===== src/rtl/alu_pkg.sv =====
// Shared encodings for the ALU operation classes, sub-operation selects and result bundle.
// Pure declarations: no logic, no latency, no flow control.
// Used by the ALU decode and the shifter so both agree on every code point.
package alu_pkg;

    localparam int W = 8;

    // Operation classes; OP[2]=1 is reserved and falls through to pass-A.
    localparam logic [2:0] OP_ADD   = 3'b000;
    localparam logic [2:0] OP_LOGIC = 3'b001;
    localparam logic [2:0] OP_ORSUB = 3'b010;
    localparam logic [2:0] OP_SHIFT = 3'b011;

    // OP_ADD sub-operations (F=1x behaves as plain add).
    localparam logic [1:0] F_ADD   = 2'b00;
    localparam logic [1:0] F_ADC   = 2'b01;

    // OP_LOGIC sub-operations.
    localparam logic [1:0] F_AND   = 2'b00;
    localparam logic [1:0] F_XOR   = 2'b01;
    localparam logic [1:0] F_NOT   = 2'b10;
    localparam logic [1:0] F_PASSB = 2'b11;

    // OP_ORSUB sub-operations.
    localparam logic [1:0] F_OR    = 2'b00;
    localparam logic [1:0] F_SUB   = 2'b01;
    localparam logic [1:0] F_SLT   = 2'b10;
    localparam logic [1:0] F_SEQ   = 2'b11;

    // OP_SHIFT sub-operations.
    localparam logic [1:0] F_SLL   = 2'b00;
    localparam logic [1:0] F_SRL   = 2'b01;
    localparam logic [1:0] F_SRA   = 2'b10;
    localparam logic [1:0] F_ROL   = 2'b11;

    typedef struct packed {
        logic [W-1:0] res;
        logic         carry;
    } alu_res_t;

    // Widen a 1-bit predicate to a full-width 0/1 result.
    function automatic logic [W-1:0] bool_to_word(input logic b);
        return {{(W-1){1'b0}}, b};
    endfunction

endpackage


===== src/rtl/alu_shifter.sv =====
// Logical/arithmetic shifts and left rotate of an 8-bit operand.
// Latency: combinational, zero cycles.
// Backpressure: none; result follows inputs continuously.
module alu_shifter
    import alu_pkg::*;
(
    input  logic [W-1:0] a,
    input  logic [W-1:0] amt,
    input  logic [1:0]   fn,
    output logic [W-1:0] res
);

    logic           big;
    logic [2:0]     sh;
    logic [2*W-1:0] rot_wide;
    logic [W-1:0]   sra_res;

    // Any amount of 8 or more empties the word for SLL/SRL and fills it with the sign for SRA.
    assign big      = |amt[W-1:3];
    assign sh       = amt[2:0];
    assign rot_wide = {a, a} << sh;
    assign sra_res  = W'($signed(a) >>> sh);

    always_comb begin
        res = a;
        unique case (fn)
            F_SLL: res = big ? '0 : (a << sh);
            F_SRL: res = big ? '0 : (a >> sh);
            F_SRA: res = big ? {W{a[W-1]}} : sra_res;
            F_ROL: res = rot_wide[2*W-1:W];
            default: res = a;
        endcase
    end

endmodule


===== src/rtl/alu.sv =====
// 8-bit ALU: add/logic/or-sub-compare/shift with combinational result and registered flags.
// Latency: Out/Zero/Carry combinational; ZeroQ/CarryQ one cycle after FlagEn.
// Backpressure: none; flags capture only when FlagEn is high, otherwise hold.
module alu
    import alu_pkg::*;
(
    input  logic         Clk,
    input  logic         Reset,
    input  logic [W-1:0] InputA,
    input  logic [W-1:0] InputB,
    input  logic [2:0]   OP,
    input  logic [1:0]   Function,
    input  logic         FlagEn,
    output logic [W-1:0] Out,
    output logic         Zero,
    output logic         Carry,
    output logic         ZeroQ,
    output logic         CarryQ
);

    logic         cin;
    logic [W:0]   sum9;
    logic [W:0]   diff9;
    logic [W-1:0] shift_res;
    alu_res_t     r;

    // Only add-with-carry consumes the registered carry.
    assign cin   = (Function == F_ADC) & CarryQ;
    assign sum9  = {1'b0, InputA} + {1'b0, InputB} + {{W{1'b0}}, cin};
    // Bit 8 of the 9-bit difference is set exactly when A < B (borrow).
    assign diff9 = {1'b0, InputA} - {1'b0, InputB};

    alu_shifter u_shifter (
        .a   (InputA),
        .amt (InputB),
        .fn  (Function),
        .res (shift_res)
    );

    always_comb begin
        r.res   = InputA;
        r.carry = 1'b0;
        unique case (OP)
            OP_ADD: begin
                r.res   = sum9[W-1:0];
                r.carry = sum9[W];
            end
            OP_LOGIC: begin
                unique case (Function)
                    F_AND:   r.res = InputA & InputB;
                    F_XOR:   r.res = InputA ^ InputB;
                    F_NOT:   r.res = ~InputA;
                    F_PASSB: r.res = InputB;
                    default: r.res = InputA;
                endcase
            end
            OP_ORSUB: begin
                unique case (Function)
                    F_OR:    r.res = InputA | InputB;
                    F_SUB: begin
                        r.res   = diff9[W-1:0];
                        r.carry = diff9[W];
                    end
                    F_SLT:   r.res = bool_to_word(diff9[W]);
                    F_SEQ:   r.res = bool_to_word(InputA == InputB);
                    default: r.res = InputA;
                endcase
            end
            OP_SHIFT: r.res = shift_res;
            default: begin
                r.res   = InputA;
                r.carry = 1'b0;
            end
        endcase
    end

    assign Out   = r.res;
    assign Carry = r.carry;
    assign Zero  = (r.res == '0);

    always_ff @(posedge Clk) begin
        if (Reset) begin
            ZeroQ  <= 1'b0;
            CarryQ <= 1'b0;
        end else if (FlagEn) begin
            ZeroQ  <= Zero;
            CarryQ <= Carry;
        end
    end

endmodule


===== config.mk =====
export PLATFORM = sky130hd
export DESIGN_NAME = alu
export DESIGN_NICKNAME = d
export VERILOG_FILES = /design/src/rtl/alu_pkg.sv /design/src/rtl/alu_shifter.sv /design/src/rtl/alu.sv
export SDC_FILE = /design/constraint.sdc
export NUM_CORES = 1
export LEC_CHECK = 0
export ABC_AREA = 1
export BUFFER_PORTS_ARGS = -buffer_cell sky130_fd_sc_hd__clkbuf_2
export CAP_MARGIN = 5
export CELL_PAD_IN_SITES_DETAIL_PLACEMENT = 1
export CELL_PAD_IN_SITES_GLOBAL_PLACEMENT = 1
export CORE_MARGIN = 3
export CORE_UTILIZATION = 35
export DETAILED_ROUTE_END_ITERATION = 8
export PLACE_DENSITY = 0.81
export SKIP_LAST_GASP = 1
export SYNTH_ARGS = -nofsm -noshare
export SYNTH_HDL_FRONTEND = slang
export SYNTH_SLANG_ARGS = --single-unit

===== constraint.sdc =====
create_clock -name Clk -period 3.7 [get_ports Clk]
set_input_delay 0.37 -clock Clk [delete_from_list [all_inputs] [get_ports Clk]]
set_output_delay 0.37 -clock Clk [all_outputs]
set_load 0.02 [all_outputs]

==> results of run 1 <==
-- cells in the final DEF (no fill, tap or decap), types with 5 or more instances in the layout --
master and count:
o22ai_1 6, ha_1 25, nand2_4 6, o21ai_0 15
nand4_1 9, nand2_1 177, nand3_1 72, a21oi_1 32
nor2_1 47, o211ai_1 7, o21ai_1 5, buf_4 6
clkbuf_2 35, inv_1 79
-- kinds of logic after synthesis --
family          count (synthesis)
compound gates                 71
simple gates                  331
flops                           2
buf+inv                       103
fa+ha+maj                      28
-- sequential cells by signal, summed over array words and instances (netlist names) --
| name | flops |
|---|---|
| CarryQ | 1 |
| ZeroQ | 1 |
-- metrics by stage --
stage / setup WS (ps) / hold WS, ps
5_1_grt: 81.3 / 401
6_report: 324 / 402
3_5_place_dp: 369 / 538
4_1_cts: 369 / 400
3_3_place_gp: 461 / 517
2_1_floorplan: 759 / 454
-- layer usage --
| layer | GRT usage, % | up-vias | part of all wire [%] |
|---|---|---|---|
| met3 | 2.79 | 33 | 5.9 |
| met1 | 34.2 | 1717 | 43 |
| met5 | 0 | - | 0 |
| met4 | 8.17 | 0 | 2.8 |
| met2 | 46.1 | 132 | 48 |
| li1 | - | 1758 | - |
-- worst paths after layout --
path | end | start | slack (ps) | cells after the start
max | Zero | Function[0] | 320 | 20
max reg2reg | ZeroQ | CarryQ | 1110 | 16
min | ZeroQ | FlagEn | 400 | 2
min reg2reg | ZeroQ | ZeroQ | 560 | 2
-- report_power, final --
part | internal [mW] | switching (mW) | total (mW) | leakage [nW]
Clock | 0.0688 | 0.0168 | 0.0856 | 0.0216
Combinational | 0.114 | 0.269 | 0.383 | 1.72
Sequential | 0.0230 | 0.000970 | 0.0239 | 0.0165
Total | 0.206 | 0.287 | 0.493 | 1.76
-- area by class of cell --
type	count	area, µm²
fill	1135	4460
multi-input combinational	430	2240
inverter	84	320
timing repair buffer	41	220
tap	99	124
clock buffer	3	41.3
sequential	2	40.0
-- critical path: stages --
cell,delay (ps)
clkbuf_2,210
inv_4,80
nor2_4,100
nand2_1,80
fa_1,400
fa_1,380
inv_1,130
nand3_1,80
nand2_1,110
a21oi_1,80
o21ai_0,90
nand2_1,70
nor2_1,110
nand2_1,60
nand2_1,90
nand2_1,60
nor2_1,140
nand2_1,120
inv_1,80
clkbuf_2,160
==> run summary, run 1 <==
CTS Buf Count -> 3
Yosys top cell by area -> nand2_1
Ys Warns -> 0
Crit Path Class -> primary input to output port
DR pass1 iterations -> 4
die height -> 94.6 µm
Post-CTS Setup Inserts -> 0
drt total wl -> 11.6 mm
worst slew pin tran -> 496 ps
Util after Layout -> 40.2%
flops & latches, synth -> 2
Post-Syn Nets -> 587
CTS tree -> built
DP Wirelength -> 9.65 mm
crit path max fanout -> 6
post-route minimum period -> 3380 ps
Post-synth EDFFs -> 0
Hold Fails Final Rpt -> 0
Static Leak -> 1.76 nW
synth cell count leaders -> 177 x nand2_1, 79 x inv_1, 72 x nand3_1
pin count of the biggest net entering global routing -> 22
Root Driver -> clkbuf_8
final cell count without fillers -> 659
element type at the critical path start -> primary input
Slew HR -> 66.8%
vias in the first global route -> 3690
status -> completed
Area Growth Syn to Fin -> 8.88%
Yosys top cell area share -> 24.2%
sequential area share after synthesis -> 1.46%
Worst Path Required -> 3330 ps
fin. max-slew vios -> 0
post-CTS resize count -> 0
post-synthesis simple-gate area fraction -> 53.6%
total negative slack -> 0 ps
count leader, synth -> nand2_1
CP endpoint kind -> output port
Syn Area/Cell -> 5.13 µm²
Die X -> 94.6 µm
row cnt -> 31
CTS Buffer Depth -> 2
Core ar. -> 0.00745 mm²
# DRC -> 0
Compound-Gate Fraction of Synth Area -> 14.5%
Post-Synth Adder-Cell Area -> 13.6%
total of max-cap violations -> 0
worst hold path class -> primary input to flop
post-synth cell types -> 32
initial antenna violation count -> 0
total grt overflow -> 0
largest cells by area after synthesis -> nand2_1 24%, nand3_1 13%, ha_1 11%, inv_1 11%, nor2_1 6.4%
fin crit share -> 91.2%
I/O pin count -> 36
number of port buffers -> 35
FMAX -> 0.296 GHz
Cell Area, Synth -> 0.00275 mm²
Cell Pwr Density -> 165 mW/mm²
Fin Clk Skew -> 4.29 ps
Worst-Skew Late Latency -> 210 ps
ANT nets after route -> 0
mux share of post-synthesis cell area -> 0%
Global Route Usage Sum -> 26.5%
cts hold-fix bufs -> 0
share of layout cells above drive strength 1 -> 12.7%
Inst Count DP -> 656
die area -> 0.00895 mm²
CTS H-tree depth -> 1
Antenna Diode Count -> 0
Design Power -> 0.493 mW
routed vias -> 3640
XOR/XNOR Fraction of Synth Area -> 0%
Worst EP arrival -> 3010 ps
initial DRC count -> 199
first-pass GRT wire length -> 18.8 mm
number of vias per cell -> 5.52
Post-synth ARST share -> 0%
Setup violations, final -> 0
dominant synthesized flop cell -> dfxtp_1
Design Area, Final -> 0.00299 mm²
RSZ-0062 raised after global routing -> no
main combinational cell family by area after synthesis -> simple AND/OR/NAND/NOR gates
Placer Congestion -> 1.02
Synth Instances -> 535
Routed WL per cell -> 17.6 µm
VDD IR-drop max -> 0.156 mV
clock transition at the registers of the reported paths -> 30 ps
Placed Area -> 0.00295 mm²
Layout Nets -> 614
Sinks on Clock Net -> 2
initial core utilization -> 36.9%
Note: power is estimated with default switching activity, not from simulation.
==> inputs of run 2 (changes only) <==
ABC_AREA = default   (was 1)
PLACE_DENSITY = 0.76   (was 0.81)
==> run summary, run 2 <==
routed vias -> 3217
CTS tree -> built
die height -> 93.1 µm
initial core utilization -> 36.4%
Fin Clk Skew -> 0.569 ps
Static Leak -> 1.36 nW
crit path max fanout -> 2
cts hold-fix bufs -> 0
# DRC -> 0
Worst EP arrival -> 3250 ps
initial DRC count -> 300
CTS Buffer Depth -> 2
total of max-cap violations -> 0
Sinks on Clock Net -> 2
Setup violations, final -> 0
Hold WS -> 380 ps
flops & latches, synth -> 2
Global Route Usage Sum -> 26.0%
Root Driver -> clkbuf_8
Hold Fails Final Rpt -> 0
Cell Area, Synth -> 0.00265 mm²
ANT nets after route -> 0
sequential area share after synthesis -> 1.51%
dominant synthesized flop cell -> dfxtp_1
CP endpoint kind -> output port
count leader, synth -> nor2_1
Antenna Diode Count -> 0
Top Usage Layer GRT -> met2
die area -> 0.00866 mm²
Slew HR -> 64.2%
first-pass GRT wire length -> 18.0 mm
fin crit share -> 97.9%
Yosys top cell by area -> ha_1
pin count of the biggest net entering global routing -> 32
fin. max-slew vios -> 0
dpl ws -> -58.0 ps
Die X -> 93.1 µm
Yosys top cell area share -> 11.8%
total negative slack -> 0 ps
met1 usage -> 36.9%
Worst Path Required -> 3330 ps
met2 Resource Use GR -> 41.1%
post-synth cell types -> 67
final worst slack -> 79.5 ps
worst hold path class -> primary input to flop
grt met3 use -> 2.90%
I/O pin count -> 36
Ys Warns -> 0
Routed WL per cell -> 22.3 µm
Worst-Skew Late Latency -> 210 ps
Synth Instances -> 369
synth cell count leaders -> 32 x nor2_1, 29 x nand2_1, 25 x ha_1, 25 x inv_1, 24 x o21ai_0
CTS H-tree depth -> 1
Post-synth ARST share -> 0%
worst slew pin tran -> 538 ps
RSZ-0062 raised after global routing -> no
vias in the first global route -> 3264
row cnt -> 31
clock transition at the registers of the reported paths -> 30 ps
Layout Nets -> 461
Core ar. -> 0.00729 mm²
largest cells by area after synthesis -> ha_1 12%, mux4_2 8.5%, mux2i_1 6.0%, o21ai_0 4.5%, nor2_1 4.5%
Design Power -> 0.549 mW
DP Wirelength -> 8.68 mm
commonest non-fill, non-tap cell in the layout -> clkbuf_2
status -> completed
VDD IR-drop max -> 0.0697 mV
Post-synth EDFFs -> 0
Placer Congestion -> 0.989
FMAX -> 0.276 GHz
Util after Layout -> 42.6%
initial antenna violation count -> 0
Crit Path Class -> primary input to output port
CTS Buf Count -> 3
Syn Area/Cell -> 7.19 µm²
drt total wl -> 11.3 mm
share of layout cells above drive strength 1 -> 25.3%
number of vias per cell -> 6.36
Post-Syn Nets -> 421
commonest cells after routing, fill and taps aside -> 34 x clkbuf_2, 31 x nor2_1, 30 x buf_4
element type at the critical path start -> primary input
largest registers -> CarryQ (1), ZeroQ (1)
DR pass1 iterations -> 5
total grt overflow -> 0
number of port buffers -> 35
Area Growth Syn to Fin -> 17.1%
Cell Pwr Density -> 177 mW/mm²
post-route minimum period -> 3620 ps
==> run 2: cell count changes after synthesis, sizes merged, moves of 9 or more <==
cell | before | now
a21oi | 33 | 17
nand2b | 0 | 10
mux4 | 0 | 10
nand2 | 186 | 29
clkbuf | 2 | 14
inv | 84 | 26
a31oi | 0 | 10
mux2i | 0 | 16
nand3 | 74 | 7
nor2 | 55 | 32
mux2 | 0 | 9
==> run 2: path summary, 6_finish.rpt <==
kind	start	to	slack [ps]	depth (start not counted)
setup / recovery	Function[0]	Zero	80	16
hold / removal	Reset	CarryQ	380	2
setup reg to reg	CarryQ	ZeroQ	790	12
hold reg to reg	CarryQ	CarryQ	590	2
==> run 2: worst max-delay path, stage by stage <==
cell	delay, ps
clkbuf_2	110
inv_2	60
nor2_2	100
nand2_1	80
fa_2	370
fa_2	360
nor2b_2	130
o41ai_1	90
nor4_1	420
buf_4	180
o211a_1	150
a221oi_2	70
nor2_1	130
nor4b_4	250
and3_1	200
buf_2	160
==> run 2: timing repair <==
item                                    4_1_cts  5_1_grt
gates cloned                                  0        0
buffers inserted                              0        1
gates resized for setup                       1        7
endpoints found under the hold margin         0        0
endpoints found under the setup margin        1        1
pin swaps                                     2        3
==> run 2: cell type report <==
cell class / instances / area, µm²
fill: 957 / 4190
multi-input combinational: 309 / 2390
timing repair buffer: 65 / 400
tap: 99 / 124
inverter: 28 / 105
clock buffer: 3 / 41.3
sequential: 2 / 40.0
==> run 2: where the power goes <==
| part | internal [mW] | switching, mW |
|---|---|---|
| logic | 0.175 | 0.265 |
| registers | 0.0220 | 0.000308 |
| clock network | 0.0689 | 0.0179 |
==> run 2: routing by layer <==
layer,vias up,share of wire [%]
met2,142,47
met3,20,6.4
li1,1455,-
met4,0,2.5
met1,1600,45
met5,-,0
==> run 2: logic make-up after synthesis <==
family / synth area share, %
buffers and inverters: 9.25
multiplexers: 18.3
AND/OR/NAND/NOR: 24.5
AO/OA/AOI/OAI: 29.7
XOR/XNOR: 2.64
adder cells (fa/ha/maj): 14.1
flip-flops: 1.51
==> run 2: per-stage QoR <==
step,cell area (µm²),std cells
global route,3110,506
finish,3110,506
detailed placement,3040,502
floorplan,2660,369
CTS,3080,505
global placement,3040,502
==> inputs of run 3 (changes only) <==
==> constraint.sdc (replaced) <==
create_clock -name Clk -period 3.7 [get_ports Clk]
set_input_delay 0.37 -clock Clk [delete_from_list [all_inputs] [get_ports Clk]]
set_output_delay 0.37 -clock Clk [all_outputs]
set_load 0.01 [all_outputs]
==> run summary, run 3 (synthesized netlist as in run 2, its figures left out) <==
Global Route Usage Sum -> 25.7%
DR WL met3 -> 833 µm
CP max stage delay -> 450 ps
element type at the critical path start -> primary input
Slew HR -> 61.0%
CTS H-tree depth -> 1
pin count of the biggest net entering global routing -> 32
status -> completed
most frequent CP cell -> clkbuf_2
FF+latch area -> 40.0 µm²
# DRC -> 0
Critical-path top delay cell -> fa_1
row cnt -> 31
Hold WS -> 371 ps
Sinks on Clock Net -> 2
FMAX -> 0.279 GHz
WL met1 -> 4.89 mm
fin. max-slew vios -> 0
total grt overflow -> 0
number of vias per cell -> 6.41
Die X -> 93.1 µm
CTS tree -> built
VDD IR-drop max -> 0.0991 mV
initial antenna violation count -> 0
first-pass GRT wire length -> 17.7 mm
I/O pin count -> 36
number of port buffers -> 35
CP Cell Sequence -> clkbuf_2 > inv_2 > nor2_1 > nand2_1 > fa_1 > fa_2 > nor2b_2 > o211ai_1 > a22oi_1 > nand3b_1 > a31oi_1 > a211o_1 > nor4b_4 > and3_1 > clkbuf_2
Fillers -> 975
share of layout cells above drive strength 1 -> 24.1%
commonest non-fill, non-tap cell in the layout -> clkbuf_2
Antenna Diode Count -> 0
CTS Buf Count -> 3
Worst Path Required -> 3330 ps
CP endpoint kind -> output port
DR pass1 iterations -> 5
total negative slack -> 0 ps
worst hold path class -> primary input to flop
Root Driver -> clkbuf_8
worst slew pin tran -> 579 ps
Hold Fails Final Rpt -> 0
clock transition at the registers of the reported paths -> 30 ps
total of max-cap violations -> 0
commonest cells after routing, fill and taps aside -> 35 x clkbuf_2, 32 x nor2_1, 30 x buf_4
DP Wirelength -> 8.80 mm
highest metal layer with signal wires -> met4
Static Leak -> 1.36 nW
Setup violations, final -> 0
multi-input logic area -> 0.00237 mm²
Crit Path Class -> primary input to output port
Core ar. -> 0.00729 mm²
Cell Pwr Density -> 174 mW/mm²
fin crit share -> 96.7%
initial core utilization -> 36.4%
metal2 WL -> 5.30 mm
vias in the first global route -> 3212
Worst EP arrival -> 3210 ps
largest registers -> CarryQ (1), ZeroQ (1)
Worst-Skew Late Latency -> 210 ps
crit path max fanout -> 3
Placer Congestion -> 0.948
Fin Clk Skew -> 1.86 ps
CTS Buffer Depth -> 2
Layout Nets -> 461
Area Growth Syn to Fin -> 16.2%
routed vias -> 3244
Routed WL per cell -> 22.3 µm
post-route minimum period -> 3580 ps
initial DRC count -> 278
ANT nets after route -> 0
die area -> 0.00866 mm²
cts hold-fix bufs -> 0
drt total wl -> 11.3 mm
die height -> 93.1 µm
run 3: layout make-up:
class                   count  area share (%)
flip-flops and latches      2            1.30
clock buffers               3            1.34
inverters                  28            3.41
repair buffers             65            13.0
multi-input cells         309            76.9
well taps                  99            4.02
run 3: per-stage QoR:
step	power [mW]	cell area, µm²	worst slack (ps)	utilization, %	cells
after floorplan	0.289	2650	135	-	369
after global placement	0.425	3030	193	41.5	502
after detailed placement	0.437	3030	10.8	41.5	502
after CTS	0.526	3070	26.0	42.1	505
after global routing	0.575	3080	-8.50	42.3	506
final	0.537	3080	120	42.3	506
run 3: path summary, 6_finish.rpt:
| check | end | cells after the start | start | slack, ps |
|---|---|---|---|---|
| max | Zero | 15 | Function[0] | 120 |
| max reg2reg | ZeroQ | 13 | CarryQ | 710 |
| min reg2reg | CarryQ | 2 | CarryQ | 600 |
| min | CarryQ | 2 | Reset | 370 |
run 3: power by group:
group	switching [mW]	internal, mW	leakage [nW]
Sequential	0.000343	0.0220	0.0161
Combinational	0.255	0.174	1.32
Clock	0.0170	0.0688	0.0216
run 3: timing repair:
action,CTS,global route
buffers inserted,0,1
endpoints found under the setup margin,0,1
resized for setup,0,3
run 3: per-layer routing:
metal | global-route usage [%] | up-vias
met3 | 2.01 | 25
met5 | 0 | -
met1 | 36.4 | 1598
li1 | - | 1453
met2 | 42.7 | 168
met4 | 5.74 | 0
run 3: critical path: cells and delay by family:
kind / cells / cell delay (ps)
and+or+nand+nor: 6 / 990
adders and majority gates: 2 / 850
AOI/OAI and AO/OA: 4 / 720
buffers and inverters: 3 / 260
